`src/rtl/tc_bank.sv`:
```
// tc_bank: bank of NUM_CH independent down-counting timer channels with a
// small register file per channel (CTRL, PRESET, COUNT, STATUS).
//
// Channel FSM
//   state  | meaning
//   S_IDLE | stopped, waiting for EN=1
//   S_LOAD | copying PRESET into COUNT
//   S_CNT  | decrementing COUNT until it reaches zero
//   S_INT  | raising PEND, then reloading (MODE=01) or stopping (one-shot)
module tc_bank #(
  parameter int NUM_CH = 2,
  parameter int CNT_W  = 32
) (
  input  logic              clk,
  input  logic              reset,
  input  logic [29:0]       Addr,
  input  logic              WE,
  input  logic [31:0]       Din,
  output logic [31:0]       Dout,
  output logic [NUM_CH-1:0] IRQ
);

  typedef enum logic [1:0] {S_IDLE, S_LOAD, S_CNT, S_INT} state_t;

  logic [2:0]  w_ch_sel;
  logic [1:0]  w_reg_sel;
  logic [31:0] w_rd_data [8];
  logic        w_unused_bits;

  assign w_ch_sel  = Addr[4:2];
  assign w_reg_sel = Addr[1:0];

  // Upper address bits carry no meaning; Din bits above CNT_W are dropped.
  assign w_unused_bits = &{1'b0, Addr[29:5], Din};

  // Unimplemented channel slots read as zero, so an out-of-range index needs
  // no extra decode on the read path.
  for (genvar gi = 0; gi < 8; gi++) begin : g_ch
    if (gi < NUM_CH) begin : g_on
      localparam logic [2:0] CH_IDX = 3'(gi);

      state_t           r_state, w_state_nxt;
      logic             r_en, r_im, r_pend;
      logic [1:0]       r_mode;
      logic [CNT_W-1:0] r_preset, r_count, w_count_nxt;
      logic             w_pend_set, w_en_clr;
      logic             w_hit, w_wr_ctrl, w_wr_preset, w_wr_status;

      assign w_hit       = WE && (w_ch_sel == CH_IDX);
      assign w_wr_ctrl   = w_hit && (w_reg_sel == 2'd0);
      assign w_wr_preset = w_hit && (w_reg_sel == 2'd1);
      assign w_wr_status = w_hit && (w_reg_sel == 2'd3);

      // Next-state, next-count and the hardware PEND-set / EN-clear strobes.
      always_comb begin
        w_state_nxt = r_state;
        w_count_nxt = r_count;
        w_pend_set  = 1'b0;
        w_en_clr    = 1'b0;
        if (!r_en) begin
          w_state_nxt = S_IDLE;
        end else begin
          case (r_state)
            S_IDLE: w_state_nxt = S_LOAD;
            S_LOAD: begin
              w_count_nxt = r_preset;
              w_state_nxt = S_CNT;
            end
            S_CNT: begin
              if (r_count == '0) w_state_nxt = S_INT;
              else               w_count_nxt = r_count - CNT_W'(1);
            end
            S_INT: begin
              w_pend_set = 1'b1;
              if (r_mode == 2'b01) begin
                w_state_nxt = S_LOAD;
              end else begin
                w_en_clr    = 1'b1;
                w_state_nxt = S_IDLE;
              end
            end
            default: w_state_nxt = S_IDLE;
          endcase
        end
      end

      // FSM state and counter registers.
      always_ff @(posedge clk or posedge reset) begin
        if (reset) begin
          r_state <= S_IDLE;
          r_count <= '0;
        end else begin
          r_state <= w_state_nxt;
          r_count <= w_count_nxt;
        end
      end

      // CPU-visible registers; a CPU CTRL write beats the one-shot EN clear,
      // while a hardware PEND set beats a CPU STATUS clear.
      always_ff @(posedge clk or posedge reset) begin
        if (reset) begin
          r_en     <= 1'b0;
          r_mode   <= 2'b00;
          r_im     <= 1'b0;
          r_preset <= '0;
          r_pend   <= 1'b0;
        end else begin
          if (w_wr_ctrl) begin
            r_en   <= Din[0];
            r_mode <= Din[2:1];
            r_im   <= Din[3];
          end else if (w_en_clr) begin
            r_en <= 1'b0;
          end
          if (w_wr_preset) r_preset <= Din[CNT_W-1:0];
          if (w_pend_set)                      r_pend <= 1'b1;
          else if (w_wr_status && Din[0])      r_pend <= 1'b0;
        end
      end

      assign w_rd_data[gi] = (w_reg_sel == 2'd0) ? 32'({r_im, r_mode, r_en}) :
                             (w_reg_sel == 2'd1) ? 32'(r_preset) :
                             (w_reg_sel == 2'd2) ? 32'(r_count)  :
                                                   32'(r_pend);
      assign IRQ[gi] = r_pend & r_im;
    end else begin : g_off
      assign w_rd_data[gi] = '0;
    end
  end

  assign Dout = w_rd_data[w_ch_sel];

endmodule

```
`config.mk`:
```
export PLATFORM = sky130hd
export DESIGN_NAME = tc_bank
export DESIGN_NICKNAME = d
export VERILOG_FILES = /design/src/rtl/tc_bank.sv
export SDC_FILE = /design/constraint.sdc
export NUM_CORES = 1
export LEC_CHECK = 0
export ABC_AREA = 1
export CAP_MARGIN = 20
export CORE_MARGIN = 2
export CORE_UTILIZATION = 55
export CTS_CLUSTER_DIAMETER = 40
export DETAILED_ROUTE_END_ITERATION = 6
export PLACE_DENSITY = 0.84
export SYNTH_ARGS = -nofsm -noshare
export SYNTH_HDL_FRONTEND = slang
export SYNTH_SLANG_ARGS = --single-unit
```
`constraint.sdc`:
```
create_clock -name clk -period 7.2 [get_ports clk]
set_input_delay 1.44 -clock clk [delete_from_list [all_inputs] [get_ports clk]]
set_output_delay 1.44 -clock clk [all_outputs]
set_load 0.01 [all_outputs]
```
=== Word level (Yosys, flattened, before mapping) ===
Index checks and enable logic that the tools add are counted.
W data, S select, Z words.

* Register bits: 142
* Logic and storage cells: 99

* $lt $le $gt $ge: 1
* Bitwise logic cells: 3
* Muxes and demuxes: 39
* Equality and inequality tests: 16
* Reductions and logical operators: 24
* Add/subtract/negate cells: 2

{| class="wikitable"
|+ Operator list
! cell !! number
|-
| $mux W32 || 10
|-
| $pmux W32 S2 || 2
|-
| $bmux W32 S3 || 1
|-
| $logic_not A32 Y1 || 2
|-
| $sub A32 B1 Y32 const B || 2
|-
| $mux W1 || 20
|-
| $pmux W2 S4 || 2
|-
| $eq A2 B2 Y1 const B || 6
|-
| $reduce_bool A2 Y1 || 6
|-
| $eq A2 B1 Y1 const B || 5
|-
| $logic_and A1 B1 Y1 || 10
|-
| $mux W2 || 4
|-
| $logic_not A2 Y1 || 3
|-
| $ne A3 B3 Y1 const B || 2
|-
| $reduce_and A3 Y1 || 2
|-
| $ge A4 B4 Y1 const B || 1
|-
| $ne A2 B2 Y1 const B || 2
|-
| $not A3 Y4 || 1
|-
| $eq A3 B1 Y1 const B || 1
|-
| $logic_not A3 Y1 || 1
|-
| $and A1 B1 Y1 || 2
|}

=== Depth between registers and ports, before layout ===
Gate-level depths: netlist of run 1.

* Word-level depth: 7
* Gate-level depth with buffers: 11
* Depth with buffers taken out: 11

=== Worst setup path before layout of run 1 ===
No wires, ideal clock.

* Kind: input port to output port
* Start: input Addr[0]
* End: output Dout[11]
* Arrival time: 2.509 ns
* Required time: 5.760 ns
* Buffers on the path: 3
* Slack: 3.251 ns
* Stages on the path: 8
* Cell sequence: buf_2 -> inv_4 -> nand2_2 -> buf_2 -> buf_2 -> o22ai_1 -> nand2_1 -> a21oi_1

* Word-level cells in the longest chain between the ends: 7
* Elaborated cells between the ends (all ways): 12
* Classes of those cells: 2 x eq/ne; 9 x mux; 1 x reduce/logical

{| class="wikitable"
|+ RTL lines
! item !! line !! source
|-
| from (decl) || 16 || <nowiki>input logic [29:0] Addr,</nowiki>
|-
| $eq A2 B2 Y1 || 123 || <nowiki>(w_reg_sel == 2'd2) ? 32'(r_count) :</nowiki>
|-
| $mux W32 || 123 ||
|-
| $mux W32 || 122 || <nowiki>(w_reg_sel == 2'd1) ? 32'(r_preset) :</nowiki>
|-
| $mux W32 || 121 || <nowiki>assign w_rd_data[gi] = (w_reg_sel == 2'd0) ? 32'({r_im, r_mode, r_en}) :</nowiki>
|-
| $bmux W32 S3 * || 131 || <nowiki>assign Dout = w_rd_data[w_ch_sel];</nowiki>
|-
| $mux W32 (not written as such) * (2 in series) || 131 ||
|-
| to (decl) || 19 || <nowiki>output logic [31:0] Dout,</nowiki>
|}

Mark *: on every way between the ends. The rest lies on a longest branch, timed or not. The select of a mux whose other input is x is not followed.

=== Worst setup path in the final report of run 1 ===
* Start: input Addr[0]
* End: output Dout[31]

The elaborated chain is that of the path after synthesis.

==> results of run 1 <==
synthesized netlist by cell type, types with 13 or more instances:
master    number
nor2_2        13
nand4_1       17
a21oi_1       36
nand2_1      461
inv_1        171
nand3_1      138
o21ai_1       52
buf_2         13
o22ai_1       35
nor2_1       120
o21ai_0      135
clkbuf_1      38
dfrtp_1      142
sequential cells by signal, indices dropped and copies added (netlist names):
register and count:
g_ch.g_on.r_count 64, g_ch.g_on.r_preset 64, g_ch.g_on.r_mode 4, g_ch.g_on.r_state 4, g_ch.g_on.r_en 2, g_ch.g_on.r_im 2, g_ch.g_on.r_pend 2
power groups by stage:
stage | clock network [mW] | registers, mW | logic, mW
floorplan | 0 | 1.16 | 1.42
global placement | 0 | 1.22 | 1.79
detailed placement | 0 | 1.23 | 1.83
CTS | 0.982 | 1.22 | 1.85
global route | 1.01 | 1.25 | 2.15
finish | 0.984 | 1.23 | 1.91
worst max-delay path: cells and delay by family:
kind	cells	cell delay (ns)
and+or+nand+nor	2	0.20
AOI/OAI and AO/OA	2	0.63
buffers and inverters	4	1.79
cell type report:
| type | instances | area (um2) | area share |
|---|---|---|---|
| Multi-Input combinational cell | 1057 | 4860 | 0.449 |
| Sequential cell | 142 | 3550 | 0.329 |
| Timing Repair Buffer | 82 | 823 | 0.0761 |
| Inverter | 175 | 664 | 0.0614 |
| Clock buffer | 18 | 429 | 0.0397 |
| Tap cell | 220 | 275 | 0.0254 |
| Clock inverter | 13 | 213 | 0.0197 |
path summary, 6_finish.rpt:
path | end | cells after the start | slack (ns) | start
max | Dout[31] | 8 | 1.67 | Addr[0]
min | g_ch[0].g_on.r_preset[13] | 2 | 0.49 | g_ch[0].g_on.r_preset[13]
max reg2reg | g_ch[0].g_on.r_count[12] | 8 | 3.54 | g_ch[0].g_on.r_state[0]
min reg2reg | g_ch[0].g_on.r_preset[13] | 2 | 0.49 | g_ch[0].g_on.r_preset[13]
max in group asynchronous | g_ch[1].g_on.r_preset[27] | 3 | 4.48 | reset
min in group asynchronous | g_ch[0].g_on.r_count[5] | 2 | 1.51 | reset
per-layer routing:
metal	wire length, um	part of all wire	vias to the layer above	global-route usage
met1	12300	0.42	4596	0.451
met4	1110	0.038	0	0.149
li1	-	-	4721	-
met3	2620	0.090	92	0.0529
met2	13100	0.45	554	0.502
met5	0	0	-	0
cell families after synthesis:
| family | Yosys count | share of synthesized area |
|---|---|---|
| AO/OA/AOI/OAI | 281 | 0.161 |
| buffers and inverters | 240 | 0.104 |
| adder cells (fa/ha/maj) | 10 | 0.0133 |
| flip-flops | 142 | 0.379 |
| AND/OR/NAND/NOR | 766 | 0.342 |
stage by stage:
step,hold WS [ns],std cells
2_1_floorplan,0.453,1439
3_3_place_gp,0.467,1674
3_5_place_dp,0.473,1674
4_1_cts,0.489,1705
5_1_grt,0.504,1707
6_report,0.489,1707
==> results.toml, run 1 <==
[floorplan]
coreArea_um2 = 16600
dieArea_um2 = 18100
fp.dieW_um = 135
num_rows = 47
start_util = 0.563
fp.dieH_um = 135
ios = 99

[sta]
min_period_ns = 5.53
setup_viol = 0
clock_skew_ns = 0.00669
hold_violations = 0
setup_slack_ns = 1.67
worst_pin_slew_ns = 1.04
drv_slew = 0
rsz0062_at_grt = "no"
timing.final.crit_share = 0.768
fmax_ghz = 0.181
maxSlewHeadroom = 0.305
fin_tns_setup_ns = 0

[yosys]
synth_edf_count = 0
synth-seq-cells = 142
postSynthCellCount = 1439
synth_nets = 1514
yosysWarnings = 0
ys_seq_area_frac = 0.379
syn-cell-area_um2 = 9380
yosys.area.top_type_share = 0.379
synth-async-reset-ratio = 1.00
synth_area_leaders = "dfrtp_1, nand2_1, nand3_1, o21ai_0, inv_1"
ys_types = 30
synth_flop_cell = "dfrtp_1"
syn_area_per_cell_um2 = 6.52
yosysTopAreaCell = "dfrtp_1"

[clock_network]
cts-root-buf = "clkbuf_16"
cts_tree = "built"
cts_sinks = 142
cts_setup_buffers = 0
clk_latency_ns = 0.44
cts_made_buffers = 17
cts_buffer_depth = 2
clk_pin_slew_ns = 0.06
cts-hold-fix-buffers = 0
cts_max_level = 4
cts_resized = 0

[placement]
dpl.hpwl_mm = 20.1
portBuffers = 73
gp_congestion = 0.954
pre_cts_ws_ns = 1.34
place_area_um2 = 10100

[routing]
drt_pass1_iterations = 6
post_drt_wl_per_cell_um = 17.1
via_per_inst = 5.84
wl_mm = 29.2
vias = 9963
ant_nets = 0
route.detailed.drc = 0
drt_iter0_markers = 1230

[global_routing]
grt_antenna_before_repair = 0
grt_start_max_net_pins = 92
grt_usage = 0.325
grt_pass1_vias = 9013
grt_pass1_wl_mm = 46.0
globalRouteOverflowTotal = 0

[setup_path]
slowest_delay_ns = 0.73
worstPathRequired_ns = 5.76
slowest_stage = "clkdlybuf4s50_1"
path_class = "input pin to primary output"
cp.arrival_ns = 4.09
setup.worst_path.end_class = "primary output"
cp_cell_sequence = "clkdlybuf4s50_1 > inv_4 > nor2_4 > inv_2 > o22ai_1 > nand2_1 > a21oi_1 > clkdlybuf4s50_1"
cp-start-kind = "input pin"
path_common_cell = "clkdlybuf4s50_1"
crit_fanout = 37

[power_and_ir_drop]
vdd_drop_max_uv = 199
seq_power_share = 0.298
p_leak_nw = 5.17
switching_share = 0.467
intPower_mw = 2.19
p_switching_mw = 1.93
p_clk_frac = 0.239
total_power_mw = 4.12
p_comb_frac = 0.463
p_per_area_nw_per_um2 = 381

[worst_hold_path]
worstHoldPathType = "flop to flop"

[final_layout]
drive_above_1_share = 0.0551
antenna_cells = 0
final_util = 0.650
syn_to_final_growth_pct = 15.3
final_cell_mix = "nand2_1, inv_1, dfrtp_1"
design_area_um2 = 10800
nFillCells = 1443
final_nets = 1550
final_common_cell = "nand2_1"

[run_status]
outcome = "complete, no violations"

[flow_run]
cap_violations = 0
No activity file was read; power rests on OpenSTA's default activity.
==> run 2, diff against run 1 <==
clock period = 5.1 ns   (was 7.2 ns; I/O delays follow)
==> results.toml, run 2 (synthesis gave the netlist of run 1 again) <==
[sta]
fmax_ghz = 0.220
setup_viol = 0
maxSlewHeadroom = 0.335
clock_skew_ns = 0.00874
fin_tns_setup_ns = 0
worst_pin_slew_ns = 0.993
drv_slew = 0
min_period_ns = 4.54
holdWs_ns = 0.486
setup_slack_ns = 0.564
timing.final.crit_share = 0.889
hold_violations = 0
rsz0062_at_grt = "no"

[placement]
dpl.cell_count = 1679
gp_congestion = 0.979
dpl.hpwl_mm = 20.6
pre_cts_ws_ns = 0.641
place_area_um2 = 10200
portBuffers = 73

[power_and_ir_drop]
p_clk_frac = 0.214
total_power_mw = 5.60
switching_share = 0.488
seq_power_share = 0.310
p_leak_nw = 5.17
p_per_area_nw_per_um2 = 519
intPower_mw = 2.87
vdd_drop_max_uv = 283
p_comb_frac = 0.476
p_switching_mw = 2.74

[final_layout]
antenna_cells = 0
multi_input_area_um2 = 4860
instances_no_fill = 1713
final_nets = 1555
final_common_cell = "nand2_1"
nFillCells = 1536
final_cell_mix = "nand2_1, inv_1, dfrtp_1"
largest_registers = "g_ch.g_on.r_count (64), g_ch.g_on.r_preset (64)"
drive_above_1_share = 0.0596
syn_to_final_growth_pct = 15.2
final_util = 0.649
design_area_um2 = 10800
area.sequential_um2 = 3550

[global_routing]
grt_antenna_before_repair = 0
grt_pass1_vias = 9228
grt_pass1_wl_mm = 47.1
grt_start_max_net_pins = 101
globalRouteOverflowTotal = 0
grt_usage = 0.332

[clock_network]
cts-root-buf = "clkbuf_16"
clk_latency_ns = 0.45
cts_buffer_depth = 2
cts_tree = "built"
clk_pin_slew_ns = 0.06
cts_setup_buffers = 0
cts-hold-fix-buffers = 0
cts_resized = 0
cts_sinks = 142
cts_made_buffers = 17
cts_max_level = 4

[routing]
drt_iter0_markers = 1284
drt_pass1_iterations = 6
post_drt_wl_per_cell_um = 17.2
ant_nets = 0
route.detailed.drc = 0
via_per_inst = 5.82
vias = 9972
wl_mm = 29.4

[floorplan]
fp.dieH_um = 135
num_rows = 47
dieArea_um2 = 18100
ios = 99
start_util = 0.563
coreArea_um2 = 16600
fp.dieW_um = 135

[setup_path]
path_class = "input pin to primary output"
setup.worst_path.end_class = "primary output"
cp.arrival_ns = 3.52
cp-start-kind = "input pin"
worstPathRequired_ns = 4.08
crit_fanout = 28

[worst_hold_path]
worstHoldPathType = "flop to flop"

[flow_run]
cap_violations = 0

[run_status]
outcome = "complete, no violations"
==> run 2: worst paths after layout <==
| kind | start | end | slack, ns | cells past startpoint |
|---|---|---|---|---|
| min in group asynchronous | reset | g_ch[0].g_on.r_preset[6] | 1.15 | 2 |
| min reg2reg | g_ch[0].g_on.r_preset[12] | g_ch[0].g_on.r_preset[12] | 0.49 | 2 |
| max reg2reg | g_ch[0].g_on.r_state[0] | g_ch[0].g_on.r_count[15] | 1.57 | 8 |
| max in group asynchronous | reset | g_ch[0].g_on.r_preset[25] | 3.08 | 3 |
| min | g_ch[0].g_on.r_preset[12] | g_ch[0].g_on.r_preset[12] | 0.49 | 2 |
| max | Addr[1] | Dout[31] | 0.56 | 7 |
==> run 2: layer usage <==
metal / vias to the layer above / wire length (um) / track usage
met4: 0 / 1310 / 0.153
met1: 4612 / 12400 / 0.462
li1: 4743 / - / -
met3: 93 / 2360 / 0.0492
met5: - / 0 / 0
met2: 524 / 13300 / 0.514
==> run 2: layout make-up <==
| cell class | count | area share |
|---|---|---|
| inverters | 175 | 0.0615 |
| clock buffers | 17 | 0.0394 |
| repair buffers | 87 | 0.0827 |
| clock inverters | 15 | 0.0122 |
| well taps | 220 | 0.0255 |
| flip-flops and latches | 142 | 0.329 |
| multi-input cells | 1057 | 0.450 |
==> run 2: power by group through the flow <==
stage,Combinational [mW],Sequential [mW],Clock (mW)
6_report,2.67,1.74,1.20
5_1_grt,3.04,1.77,1.25
4_1_cts,2.61,1.73,1.20
3_5_place_dp,2.59,1.74,0
3_3_place_gp,2.54,1.73,0
2_1_floorplan,2.00,1.64,0
==> run 2: critical path: stages <==
cell and delay, ns:
clkdlybuf4s50_1 0.63, nand2_2 0.38, buf_12 0.30, o22ai_1 0.16, nand2_1 0.06, a21oi_1 0.34, clkdlybuf4s50_1 0.61
==> run 3, diff against run 2 <==
CAP_MARGIN = 25   (was 20)
==> results.toml, run 3 (synthesis gave the netlist of run 1 again) <==
[sta]
holdWs_ns = 0.487
drv_slew = 0
rsz0062_at_grt = "no"
hold_violations = 0
maxSlewHeadroom = 0.341
timing.final.crit_share = 0.893
min_period_ns = 4.56
fin_tns_setup_ns = 0
fmax_ghz = 0.219
clock_skew_ns = 0.0123
setup_viol = 0
worst_pin_slew_ns = 0.986

[final_layout]
design_area_um2 = 10800
final_common_cell = "nand2_1"
final_nets = 1556
drive_above_1_share = 0.0602
syn_to_final_growth_pct = 15.5
largest_registers = "g_ch.g_on.r_count (64), g_ch.g_on.r_preset (64)"
final_cell_mix = "nand2_1, inv_1, dfrtp_1"
final_util = 0.651
antenna_cells = 0

[global_routing]
grt_antenna_before_repair = 0
grt_start_max_net_pins = 101
grt_pass1_vias = 9228
grt_pass1_wl_mm = 47.1
globalRouteOverflowTotal = 0
grt_usage = 0.332

[clock_network]
clk_pin_slew_ns = 0.07
cts-hold-fix-buffers = 0
cts_buffer_depth = 2
cts_resized = 0
cts-root-buf = "clkbuf_16"
cts_tree = "built"
cts_setup_buffers = 0
cts_max_level = 4
clk_latency_ns = 0.44
cts_sinks = 142
cts_made_buffers = 17

[setup_path]
crit_fanout = 28
cp.arrival_ns = 3.54
worstPathRequired_ns = 4.08
setup.worst_path.end_class = "primary output"
cp-start-kind = "input pin"
path_class = "input pin to primary output"

[placement]
gp_congestion = 0.979
place_area_um2 = 10200
dpl.hpwl_mm = 20.6
portBuffers = 73

[routing]
vias = 9936
drt_pass1_iterations = 6
drt_iter0_markers = 1249
ant_nets = 0
route.detailed.drc = 0
wl_mm = 29.3
via_per_inst = 5.80
post_drt_wl_per_cell_um = 17.1

[floorplan]
dieArea_um2 = 18100
num_rows = 47
coreArea_um2 = 16600
ios = 99
fp.dieH_um = 135
start_util = 0.563
fp.dieW_um = 135

[run_status]
outcome = "complete, no violations"

[power_and_ir_drop]
p_per_area_nw_per_um2 = 518
p_leak_nw = 5.19
vdd_drop_max_uv = 279

[flow_run]
cap_violations = 0

[worst_hold_path]
worstHoldPathType = "flop to flop"
[run 3: changes by cell type in the layout (fill, tap and decap cells not counted), sizes merged]
cell,previous run,this run
buf,14,15
[run 3: cell type report]
cell class	count	area, um2
fill	1534	5810
multi-input combinational	1057	4860
sequential	142	3550
timing repair buffer	88	921
inverter	175	664
clock buffer	17	425
tap	220	275
clock inverter	15	131
[run 3: path summary, 6_finish.rpt]
| path | startpoint | endpoint | slack (ns) | cells after the start |
|---|---|---|---|---|
| setup / recovery | Addr[1] | Dout[31] | 0.54 | 7 |
| hold / removal | g_ch[0].g_on.r_preset[12] | g_ch[0].g_on.r_preset[12] | 0.49 | 2 |
| setup reg to reg | g_ch[0].g_on.r_state[0] | g_ch[0].g_on.r_count[20] | 1.60 | 8 |
| hold reg to reg | g_ch[0].g_on.r_preset[12] | g_ch[0].g_on.r_preset[12] | 0.49 | 2 |
| max in group asynchronous | reset | g_ch[0].g_on.r_preset[25] | 3.25 | 4 |
| min in group asynchronous | reset | g_ch[0].g_on.r_preset[6] | 0.86 | 2 |
[run 3: critical path, stage by stage]
cell,delay [ns]
clkdlybuf4s50_1,0.63
nand2_2,0.38
buf_12,0.30
o22ai_1,0.16
nand2_1,0.06
a21oi_1,0.35
clkdlybuf4s50_1,0.61
[run 3: metrics by stage]
step | std cells | worst slack (ns) | total power [mW]
finish | 1714 | 0.544 | 5.61
global route | 1714 | 0.446 | 6.07
CTS | 1711 | 0.616 | 5.54
detailed placement | 1679 | 0.641 | 4.33
global placement | 1679 | 0.641 | 4.27
floorplan | 1439 | 0.270 | 3.65
[run 3: layer usage]
metal / vias up / global-route usage / wire length [um]
li1: 4751 / - / -
met1: 4616 / 0.462 / 12400
met2: 487 / 0.514 / 13300
met3: 82 / 0.0492 / 2300
met4: 0 / 0.153 / 1240
met5: - / 0 / 0
[run 3: where the power goes]
group,total (mW),switching (mW),internal [mW]
Combinational,2.68,1.85,0.822
Sequential,1.74,0.326,1.41
Clock,1.19,0.555,0.638
Total,5.61,2.73,2.87
